$ cat src/rtl/ula_pkg.sv
// Shared definitions for the sequential ALU.
//   - 4-bit opcode encodings
//   - FSM state encoding
//   - bit positions of the packed status-flag bus
package ula_pkg;

    localparam logic [3:0] OP_ADD  = 4'd0;
    localparam logic [3:0] OP_SUB  = 4'd1;
    localparam logic [3:0] OP_NOTA = 4'd2;
    localparam logic [3:0] OP_NOTB = 4'd3;
    localparam logic [3:0] OP_EQ   = 4'd4;
    localparam logic [3:0] OP_NE   = 4'd5;
    localparam logic [3:0] OP_GT   = 4'd6;
    localparam logic [3:0] OP_LT   = 4'd7;
    localparam logic [3:0] OP_AND  = 4'd8;
    localparam logic [3:0] OP_OR   = 4'd9;
    localparam logic [3:0] OP_XOR  = 4'd10;
    localparam logic [3:0] OP_MUL  = 4'd11;

    typedef enum logic [1:0] {
        IDLE = 2'd0,
        CALC = 2'd1,
        MUL  = 2'd2,
        DONE = 2'd3
    } state_t;

    localparam int FLAG_C    = 0;
    localparam int FLAG_Z    = 1;
    localparam int FLAG_V    = 2;
    localparam int FLAG_ERR  = 3;
    localparam int NUM_FLAGS = 4;

    typedef logic [NUM_FLAGS-1:0] flags_t;

endpackage

$ cat src/rtl/ula_seq_if.sv
// Operand / result handshake bundle of the sequential ALU.
//   master : operand source and result consumer (drives in_valid, a, b,
//            opcode, out_ready)
//   slave  : the ALU itself (drives in_ready, out_valid, result, flags)
interface ula_seq_if #(
    parameter int WIDTH = 8
);
    logic             in_valid;
    logic             in_ready;
    logic [WIDTH-1:0] a;
    logic [WIDTH-1:0] b;
    logic [3:0]       opcode;
    logic             out_valid;
    logic             out_ready;
    logic [WIDTH-1:0] result;
    logic             flag_c;
    logic             flag_z;
    logic             flag_v;
    logic             flag_err;

    modport master (
        output in_valid, a, b, opcode, out_ready,
        input  in_ready, out_valid, result, flag_c, flag_z, flag_v, flag_err
    );

    modport slave (
        input  in_valid, a, b, opcode, out_ready,
        output in_ready, out_valid, result, flag_c, flag_z, flag_v, flag_err
    );

endinterface

$ cat src/rtl/ula_mul_seq.sv
// Iterative shift-add multiplier, one partial product per clock.
//   ck, rst_n : clock, synchronous active-low reset (aborts a running multiply)
//   start     : load a/b and begin; a/b are sampled only on this cycle
//   a, b      : WIDTH-bit unsigned operands
//   done      : high during the cycle whose edge applies the final step
//   product   : full 2*WIDTH-bit product, valid while done is high
module ula_mul_seq #(
    parameter int WIDTH = 8
) (
    input  logic               ck,
    input  logic               rst_n,
    input  logic               start,
    input  logic [WIDTH-1:0]   a,
    input  logic [WIDTH-1:0]   b,
    output logic               done,
    output logic [2*WIDTH-1:0] product
);

    localparam int CNT_W = $clog2(WIDTH + 1);

    logic               busy_reg;
    logic [CNT_W-1:0]   cnt_reg;
    logic [2*WIDTH-1:0] acc_reg;
    logic [2*WIDTH-1:0] mcand_reg;
    logic [WIDTH-1:0]   mplier_reg;
    logic [2*WIDTH-1:0] acc_next;

    assign acc_next = acc_reg + (mplier_reg[0] ? mcand_reg : '0);

    // done is raised one step early and product taken from acc_next, so the
    // caller captures the finished product on the same edge the counter
    // reaches WIDTH; this keeps the multiply latency at exactly WIDTH edges.
    assign done    = busy_reg && (cnt_reg == CNT_W'(WIDTH - 1));
    assign product = acc_next;

    always_ff @(posedge ck) begin
        if (!rst_n) begin
            busy_reg   <= 1'b0;
            cnt_reg    <= '0;
            acc_reg    <= '0;
            mcand_reg  <= '0;
            mplier_reg <= '0;
        end else if (start) begin
            busy_reg   <= 1'b1;
            cnt_reg    <= '0;
            acc_reg    <= '0;
            mcand_reg  <= {{WIDTH{1'b0}}, a};
            mplier_reg <= b;
        end else if (busy_reg) begin
            acc_reg    <= acc_next;
            mcand_reg  <= mcand_reg << 1;
            mplier_reg <= mplier_reg >> 1;
            cnt_reg    <= cnt_reg + 1'b1;
            if (done) begin
                busy_reg <= 1'b0;
            end
        end
    end

endmodule

$ cat src/rtl/ula_seq.sv
// Handshaked sequential ALU, one operation in flight.
//   ck, rst_n : clock, synchronous active-low reset
//   bus       : ula_seq_if.slave
//               in_valid/in_ready + a, b, opcode   : operation accept
//               out_valid/out_ready + result, flags : registered result
// Single-cycle ops finish one edge after accept, MUL after WIDTH edges,
// illegal opcodes finish like single-cycle ops with flag_err set.
module ula_seq
    import ula_pkg::*;
#(
    parameter int WIDTH = 8
) (
    input  logic     ck,
    input  logic     rst_n,
    ula_seq_if.slave bus
);

    state_t             state_reg;
    logic [WIDTH-1:0]   a_reg;
    logic [WIDTH-1:0]   b_reg;
    logic [3:0]         op_reg;
    logic [WIDTH-1:0]   result_reg;
    flags_t             flags_reg;

    logic               accept;
    logic               mul_start;
    logic               mul_done;
    logic [2*WIDTH-1:0] mul_product;

    logic [WIDTH:0]     sum_ext;
    logic [WIDTH:0]     diff_ext;
    logic [WIDTH-1:0]   calc_result;
    flags_t             calc_flags;

    assign accept    = bus.in_valid && (state_reg == IDLE);
    // Multiplier is fed straight from the bus so its first step lands on
    // the edge after accept.
    assign mul_start = accept && (bus.opcode == OP_MUL);

    ula_mul_seq #(
        .WIDTH (WIDTH)
    ) u_mul (
        .ck      (ck),
        .rst_n   (rst_n),
        .start   (mul_start),
        .a       (bus.a),
        .b       (bus.b),
        .done    (mul_done),
        .product (mul_product)
    );

    // Single-cycle datapath working on the latched operands.
    always_comb begin
        sum_ext     = {1'b0, a_reg} + {1'b0, b_reg};
        diff_ext    = {1'b0, a_reg} - {1'b0, b_reg};
        calc_result = '0;
        calc_flags  = '0;
        case (op_reg)
            OP_ADD: begin
                calc_result        = sum_ext[WIDTH-1:0];
                calc_flags[FLAG_C] = sum_ext[WIDTH];
                // Same-sign operands producing an opposite-sign sum.
                calc_flags[FLAG_V] = (a_reg[WIDTH-1] == b_reg[WIDTH-1]) &&
                                     (sum_ext[WIDTH-1] != a_reg[WIDTH-1]);
            end
            OP_SUB: begin
                calc_result        = diff_ext[WIDTH-1:0];
                calc_flags[FLAG_C] = diff_ext[WIDTH];   // borrow, i.e. a < b
                calc_flags[FLAG_V] = (a_reg[WIDTH-1] != b_reg[WIDTH-1]) &&
                                     (diff_ext[WIDTH-1] != a_reg[WIDTH-1]);
            end
            OP_NOTA: calc_result = ~a_reg;
            OP_NOTB: calc_result = ~b_reg;
            OP_EQ:   calc_result = WIDTH'(a_reg == b_reg);
            OP_NE:   calc_result = WIDTH'(a_reg != b_reg);
            OP_GT:   calc_result = WIDTH'(a_reg >  b_reg);
            OP_LT:   calc_result = WIDTH'(a_reg <  b_reg);
            OP_AND:  calc_result = a_reg & b_reg;
            OP_OR:   calc_result = a_reg | b_reg;
            OP_XOR:  calc_result = a_reg ^ b_reg;
            OP_MUL:  calc_result = '0;   // routed to MUL state, never computed here
            default: calc_flags[FLAG_ERR] = 1'b1;
        endcase
        calc_flags[FLAG_Z] = (calc_result == '0);
    end

    always_ff @(posedge ck) begin
        if (!rst_n) begin
            state_reg  <= IDLE;
            a_reg      <= '0;
            b_reg      <= '0;
            op_reg     <= '0;
            result_reg <= '0;
            flags_reg  <= '0;
        end else begin
            case (state_reg)
                IDLE: begin
                    if (accept) begin
                        a_reg     <= bus.a;
                        b_reg     <= bus.b;
                        op_reg    <= bus.opcode;
                        state_reg <= (bus.opcode == OP_MUL) ? MUL : CALC;
                    end
                end
                CALC: begin
                    result_reg <= calc_result;
                    flags_reg  <= calc_flags;
                    state_reg  <= DONE;
                end
                MUL: begin
                    if (mul_done) begin
                        result_reg          <= mul_product[WIDTH-1:0];
                        flags_reg           <= '0;
                        flags_reg[FLAG_C]   <= |mul_product[2*WIDTH-1:WIDTH];
                        flags_reg[FLAG_Z]   <= (mul_product[WIDTH-1:0] == '0);
                        state_reg           <= DONE;
                    end
                end
                DONE: begin
                    if (bus.out_ready) begin
                        state_reg <= IDLE;
                    end
                end
                default: state_reg <= IDLE;
            endcase
        end
    end

    assign bus.in_ready  = (state_reg == IDLE);
    assign bus.out_valid = (state_reg == DONE);
    assign bus.result    = result_reg;
    assign bus.flag_c    = flags_reg[FLAG_C];
    assign bus.flag_z    = flags_reg[FLAG_Z];
    assign bus.flag_v    = flags_reg[FLAG_V];
    assign bus.flag_err  = flags_reg[FLAG_ERR];

endmodule

$ cat src/flat_wrapper.sv
// flat-port wrapper written by rule: the top's interface ports become plain ports
module ula_seq_flat import ula_pkg::*;
#(
    parameter int WIDTH = 8
)
  (ck, rst_n, bus_in_valid, bus_a, bus_b, bus_opcode, bus_out_ready, bus_in_ready, bus_out_valid, bus_result, bus_flag_c, bus_flag_z, bus_flag_v, bus_flag_err);
  ula_seq_if #(.WIDTH(WIDTH)) bus_i ();
  input  logic ck;
  input  logic rst_n;
  input wire logic [$bits(bus_i.in_valid)-1:0] bus_in_valid;
  input wire logic [$bits(bus_i.a)-1:0] bus_a;
  input wire logic [$bits(bus_i.b)-1:0] bus_b;
  input wire logic [$bits(bus_i.opcode)-1:0] bus_opcode;
  input wire logic [$bits(bus_i.out_ready)-1:0] bus_out_ready;
  output wire logic [$bits(bus_i.in_ready)-1:0] bus_in_ready;
  output wire logic [$bits(bus_i.out_valid)-1:0] bus_out_valid;
  output wire logic [$bits(bus_i.result)-1:0] bus_result;
  output wire logic [$bits(bus_i.flag_c)-1:0] bus_flag_c;
  output wire logic [$bits(bus_i.flag_z)-1:0] bus_flag_z;
  output wire logic [$bits(bus_i.flag_v)-1:0] bus_flag_v;
  output wire logic [$bits(bus_i.flag_err)-1:0] bus_flag_err;
  assign bus_i.in_valid = bus_in_valid;
  assign bus_i.a = bus_a;
  assign bus_i.b = bus_b;
  assign bus_i.opcode = bus_opcode;
  assign bus_i.out_ready = bus_out_ready;
  assign bus_in_ready = bus_i.in_ready;
  assign bus_out_valid = bus_i.out_valid;
  assign bus_result = bus_i.result;
  assign bus_flag_c = bus_i.flag_c;
  assign bus_flag_z = bus_i.flag_z;
  assign bus_flag_v = bus_i.flag_v;
  assign bus_flag_err = bus_i.flag_err;
  ula_seq #(.WIDTH(WIDTH)) u_core (.ck(ck), .rst_n(rst_n), .bus(bus_i));
endmodule
$ cat config.mk
export PLATFORM = sky130hd
export DESIGN_NAME = ula_seq_flat
export DESIGN_NICKNAME = d
export VERILOG_FILES = /design/src/rtl/ula_pkg.sv /design/src/rtl/ula_seq_if.sv /design/src/rtl/ula_mul_seq.sv /design/src/rtl/ula_seq.sv /design/src/flat_wrapper.sv
export SDC_FILE = /design/constraint.sdc
export NUM_CORES = 1
export LEC_CHECK = 0
export CORE_MARGIN = 5
export CORE_UTILIZATION = 50
export DETAILED_ROUTE_END_ITERATION = 16
export PLACE_DENSITY_LB_ADDON = 0.15
export SLEW_MARGIN = 40
export SYNTH_ARGS = -nofsm -noshare
export SYNTH_HDL_FRONTEND = slang
export SYNTH_HIERARCHICAL = 1
export SYNTH_SLANG_ARGS = --single-unit
export TNS_END_PERCENT = 10
$ cat constraint.sdc
create_clock -name ck -period 4.35 [get_ports ck]
set_input_delay 0.87 -clock ck [delete_from_list [all_inputs] [get_ports ck]]
set_output_delay 0.87 -clock ck [all_outputs]
set_load 0.1 [all_outputs]
# After elaboration in Yosys (flattened, before gate mapping)
# Cells that the tools add are included.
[op_classes]
addsub = 4
magnitude_cmp = 2
n_eq_ne = 25
n_mux = 21
bitwise = 6
reduce_logical = 17
[ops]
columns = ["cell", "n"]
rows = [
  ["8-bit one-hot mux with 11 select lines", 1],
  ["8-bit 2-to-1 mux", 5],
  ["4-bit by 3-bit == test with 1-bit output, second input constant", 5],
  ["4-bit == test, second input constant", 5],
  ["16-bit adder", 1],
  ["8-bit logical NOT", 2],
  ["16-bit 2-to-1 mux", 1],
  ["8-bit NOT", 2],
  ["8-bit one-hot mux with 2 select lines", 1],
  ["12-bit OR reduction", 1],
  ["8-bit by 8-bit adder with 9-bit output", 1],
  ["8-bit by 8-bit subtractor with 9-bit output", 1],
  ["8-bit bitwise AND", 1],
  ["4-bit by 2-bit == test with 1-bit output, second input constant", 2],
  ["8-bit == test", 1],
  ["8-bit greater-than comparator", 1],
  ["8-bit less-than comparator", 1],
  ["2-bit 2-to-1 mux", 4],
  ["8-bit inequality test", 1],
  ["8-bit bitwise OR", 1],
  ["2-bit one-hot mux with 4 select lines", 1],
  ["4-bit one-hot mux with 2 select lines", 1],
  ["8-bit OR reduction", 1],
  ["8-bit XOR", 1],
  ["19 further kinds", 33],
]
[totals]
regBits = 79
inputBits = 24
out_inout_bits = 14
word_cells = 87

# Logic depth before layout (Yosys ltp)
[depth]
ltp_word = 5
ltp_mapped = 15

# Cells and area by module
# Netlist, hierarchy kept.
[modules_own_cells]
columns = ["module", "n_inst", "cells_each", "area_each_um2", "seq_area_each_um2"]
rows = [
  ["ula_seq", 1, 382, 2837.7, 680.7],
  ["ula_mul_seq", 1, 309, 2678.8, 900.9],
]

# Least setup slack after synthesis
# No wires, ideal clock.
[synth_path]
kind = "reg-to-reg"
start = "reg u_core.u_mul.mplier_reg[0]"
end = "reg u_core.flags_reg[0]"
t_arrival_ps = 2976
required_time_ps = 4227
slack_ps = 1251
stages_incl_launch_ff = 16
cell_sequence = "dfxtp_1 clkbuf_1 and2_1 ha_1 clkbuf_1 nand4_1 or4_1 a21oi_1 nor3_1 xnor2_1 inv_1 or4_1 nor3_1 nand4_1 o211ai_1 a21oi_1"
[synth_between]
elab_chain_cells = 5
[synth_lines]
columns = ["element", "line_no", "text"]
rows = [
  ["from (decl)", "ula_mul_seq.sv:25", "logic [WIDTH-1:0] mplier_reg;"],
  ["from (signal assigned)", "ula_mul_seq.sv:52", "mplier_reg <= mplier_reg >> 1;"],
  ["16-bit 2-to-1 mux", "ula_mul_seq.sv:28", "assign acc_next = acc_reg + (mplier_reg[0] ? mcand_reg : '0);"],
  ["16-bit adder", "ula_mul_seq.sv:28", ""],
  ["named net u_core.mul_product[15]", "ula_seq.sv:28", "logic [2*WIDTH-1:0] mul_product;"],
  ["8-bit OR reduction", "ula_seq.sv:114", "flags_reg[FLAG_C] <= |mul_product[2*WIDTH-1:WIDTH];"],
  ["4-bit 2-to-1 mux", "ula_seq.sv:111", "if (mul_done) begin"],
  ["4-bit one-hot mux with 2 select lines", "ula_seq.sv:96", "case (state_reg)"],
  ["to (signal assigned)", "ula_seq.sv:107", "flags_reg <= calc_flags;"],
  ["to (signal, indexed assignment)", "ula_seq.sv:114", ""],
  ["to (signal, indexed assignment)", "ula_seq.sv:115", "flags_reg[FLAG_Z] <= (mul_product[WIDTH-1:0] == '0);"],
  ["to (decl)", "ula_seq.sv:23", "flags_t flags_reg;"],
]
# The timed path passes the listed nets, and every way through them passes these cells. The select of a mux whose other input is x is not followed.
# A chain may end at the register's enable or synchronous reset.

# Final worst setup path
# Ends and elaborated chain as after synthesis.

==> out/metrics.sh <==
IOS=38
LAYOUT.NETS=775
VIAS_IN_THE_FIRST_GLOBAL_ROUTE=4747
DIE_AREA_MM2=0.0132
REPORT.FINAL.HOLD_VIOL_COUNT=0
FINALMAXSLEWVIOLATIONS=0
MIN-DELAY-PATH-CLASS='flip-flop to flip-flop'
CTS.REPAIR.RESIZED=0
PORTBUFS=37
SYNTH-SEQ-CELLS=79
FINALCLOCKSKEW_NS=0.0170
FINAL_CORE_UTILIZATION=0.565
CP.REQUIRED_NS=4.60
ANTENNA_CELLS=0
SYNTHDOMINANTCELLAREASHARE=0.287
CTS_ROOT_BUF='sky130_fd_sc_hd__clkbuf_8'
SYNTH_AREA_MM2=0.00552
CLOCK_LATENCY_ON_THE_WORST_SKEW_PAIR_NS=0.38
SYN_AVG_CELL_AREA_UM2=7.98
ARRIVAL_NS=3.76
INITIAL_ANTENNA_VIOLATION_COUNT=0
FIN_CRIT_SH=0.807
POWER.IR.VDD_WORST_V=0.000470
P_LEAK_uW=0.00243
NUMCLOCKSINKS=79
SYNTH_EDF_COUNT=0
GRT_SETUP_UNREPAIRED='false'
DIE_WIDTH_UM=115
DRCVIOLATIONCOUNT=0
GRT.MET2_USAGE=0.366
ANT_NETS=0
CRITICAL_PATH_PEAK_FANOUT=17
WIRELENGTH_UM=15000
GRT_MOST_USED_LAYER='met2'
TIMING.HOLD.WORST_ENDPOINT='u_core/bus.result[7]'
OVERFLOW=0
CTS_SETUP_BUFFERS=0
HOLD_PATH.STARTPOINT='u_core/bus.result[7]'
TNS_NS=0
PERIOD_MINUS_SLACK_NS=3.51
WORST_PIN_SLEW_NS=0.830
FP-ROW-COUNT=38
AVGVIACOUNTPERCELL=5.91
POWER_DENSITY_mW_PER_MM2=466
FINAL-SETUP-VIOL-COUNT=0
CORE_REGION_AREA_MM2=0.0108
YOSYS-TOP-CELLS-COUNT='sky130_fd_sc_hd__nand2_1, sky130_fd_sc_hd__dfxtp_1, sky130_fd_sc_hd__a21oi_1'
PROPORTION_OF_LAYOUT_CELLS_WITH_A_DRIVE_SUFFIX_ABOVE_1=0.0748
CRITICAL_PATH.REG2REG.ENDPOINT='u_core/flags_reg[0]'
SYNTHMOSTINSTANTIATEDCELL='sky130_fd_sc_hd__nand2_1'
MOST_AREA_HUNGRY_CELL_TYPE_IN_THE_YOSYS_NETLIST='sky130_fd_sc_hd__dfxtp_1'
CRIT_TYPE='flip-flop to flip-flop'
PLACE.GP.CONGESTION=0.945
POSTSYNTHNETCOUNT=762
OUTCOME='complete, no violations'
DETAILEDROUTE.FIRSTITERATIONVIOLATIONS=464
FILLCELLCOUNT=1032
POST_DRT_WL_PER_CELL_UM=17.7
STARTPOINT_TYPE='flip-flop'
SYNTH-WARNING-COUNT=6
GRT_USE_MET3=0.0511
ENDPOINT_KIND='flip-flop'
GROUTE.USAGE.OVERALL=0.236
AREA_TAKEN_BY_MULTI_INPUT_LOGIC_GATES_MM2=0.00365
MAXCAPVIOLCOUNT=0
NUMCTSBUFFERS=9
WORST_SLEW_MARGIN_REL=0.446
TIMING.RR.START='u_core/u_mul/mplier_reg[0]'
FLOORPLAN.INITIALDENSITY=0.509
SYN2LAYOUT_AREA_GROWTH_PCT=11.0
HOLDBUFCOUNTCTS=0
SYNTH.LIB_CELLS_USED.DISTINCT=78
GRT_MAX_DEGREE=49
CTS_TREE='built'
WHS_PATH_DEPTH=2
REGAREA_MM2=0.00158
DRT_FIRST_PASS_ITERS=5
NETLIST_TOP_CELLS_AREA='sky130_fd_sc_hd__dfxtp_1, sky130_fd_sc_hd__ha_1, sky130_fd_sc_hd__mux2i_1, sky130_fd_sc_hd__a21oi_1, sky130_fd_sc_hd__nand2_1'
GLOBAL_ROUTE_WIRE_LENGTH_BEFORE_REPAIR_UM=24700
SYNTH_CELLS=691
SYNTH_TOP_FLOP_CELL='sky130_fd_sc_hd__dfxtp_1'
DIE_HEIGHT_UM=115
MAX_FREQ_MHz=285
POSTSYNTH.ASYNCRESETSHARE=0
HTREEDEPTH=3
FF2FF_PATH_DEPTH=13
MET1_USAGE=0.328
CTS.REPORTEDPATHS.CLKPINSLEW_NS=0.08
TIMING.REG2REG.SETUP_SLACK_NS=0.84
HPWLAFTERDP_UM=11600
CLOCK_PATH_BUFFERS=2
VIAS=5021
SYNTH.YOSYS.SEQ_AREA_SHARE=0.287
[worst max-delay path: stages, from the launching register on]
cell and delay, ns:
sky130_fd_sc_hd__dfxtp_1 0.63, sky130_fd_sc_hd__and2_1 0.21, sky130_fd_sc_hd__ha_1 0.32, sky130_fd_sc_hd__a21oi_1 0.31, sky130_fd_sc_hd__o211ai_1 0.15, sky130_fd_sc_hd__a221o_1 0.35, sky130_fd_sc_hd__nor3_1 0.26, sky130_fd_sc_hd__xnor2_1 0.18
sky130_fd_sc_hd__inv_1 0.05, sky130_fd_sc_hd__or4_1 0.45, sky130_fd_sc_hd__nor3_1 0.15, sky130_fd_sc_hd__nand4_1 0.12, sky130_fd_sc_hd__o211ai_1 0.14, sky130_fd_sc_hd__a21oi_1 0.07
[layer usage]
layer,vias up,wire length (µm)
li1,2483,-
met1,2349,7220
met2,163,6500
met3,26,1030
met4,0,294
met5,-,0
[worst max path at each step]
stage | from | end | cells after the start
after CTS | u_core/u_mul/mplier_reg[0] | u_core/flags_reg[0] | 13
after global routing | u_core/u_mul/mplier_reg[0] | u_core/flags_reg[0] | 13
after global placement | u_core/u_mul/mplier_reg[0] | u_core/flags_reg[0] | 13
after floorplan | u_core/u_mul/mplier_reg[0] | u_core/flags_reg[0] | 15
after detailed placement | u_core/u_mul/mplier_reg[0] | u_core/flags_reg[0] | 13
final | u_core/u_mul/mplier_reg[0] | u_core/flags_reg[0] | 13
[per-stage QoR]
stage               cells  power [µW]  area, µm²  setup WS [ns]  hold slack [ns]
floorplan             691        1900       5520           1.25            0.432
global placement      833        2190       5940          0.888            0.444
detailed placement    833        2170       5870          0.861            0.449
CTS                   849        2850       6110          0.850            0.460
global route          849        3020       6120          0.481            0.472
finish                849        2850       6120          0.841            0.457
[where the power goes]
group / internal [µW] / leakage [µW] / switching, µW
Clock: 385 / 0.000117 / 292
Combinational: 379 / 0.00167 / 912
Sequential: 803 / 0.000642 / 82.5
[placed cells by master, fill, tap and decap left out, drive strengths merged, types with 7 or more instances in the layout]
cell	netlist	final
a211oi	9	9
a21o	7	7
a21oi	64	64
and2	34	34
buf	13	21
clkbuf	29	10
clkdlybuf4s50	0	23
dfxtp	79	79
ha	44	44
inv	31	33
mux2i	38	38
nand2	80	80
nand2b	10	10
nand3	12	12
nor2	52	52
nor2b	13	13
nor3	13	13
o21ai	33	33
o221ai	7	7
xnor2	12	12
xor2	7	7
[final cells by class]
| type | instances | share of cell area |
|---|---|---|
| Timing Repair Buffer | 44 | 0.0576 |
| Clock buffer | 10 | 0.0209 |
| Multi-Input combinational cell | 538 | 0.596 |
| Inverter | 32 | 0.0196 |
| Clock inverter | 6 | 0.0188 |
| Sequential cell | 79 | 0.259 |
| Tap cell | 140 | 0.0286 |
[cell families after synthesis]
group,synth area share
AND/OR/NAND/NOR,0.224
AO/OA/AOI/OAI,0.217
flip-flops,0.287
buffers and inverters,0.0535
adder cells (fa/ha/maj),0.111
multiplexers,0.0778
XOR/XNOR,0.0302
Power figures use the tool's default switching activity.
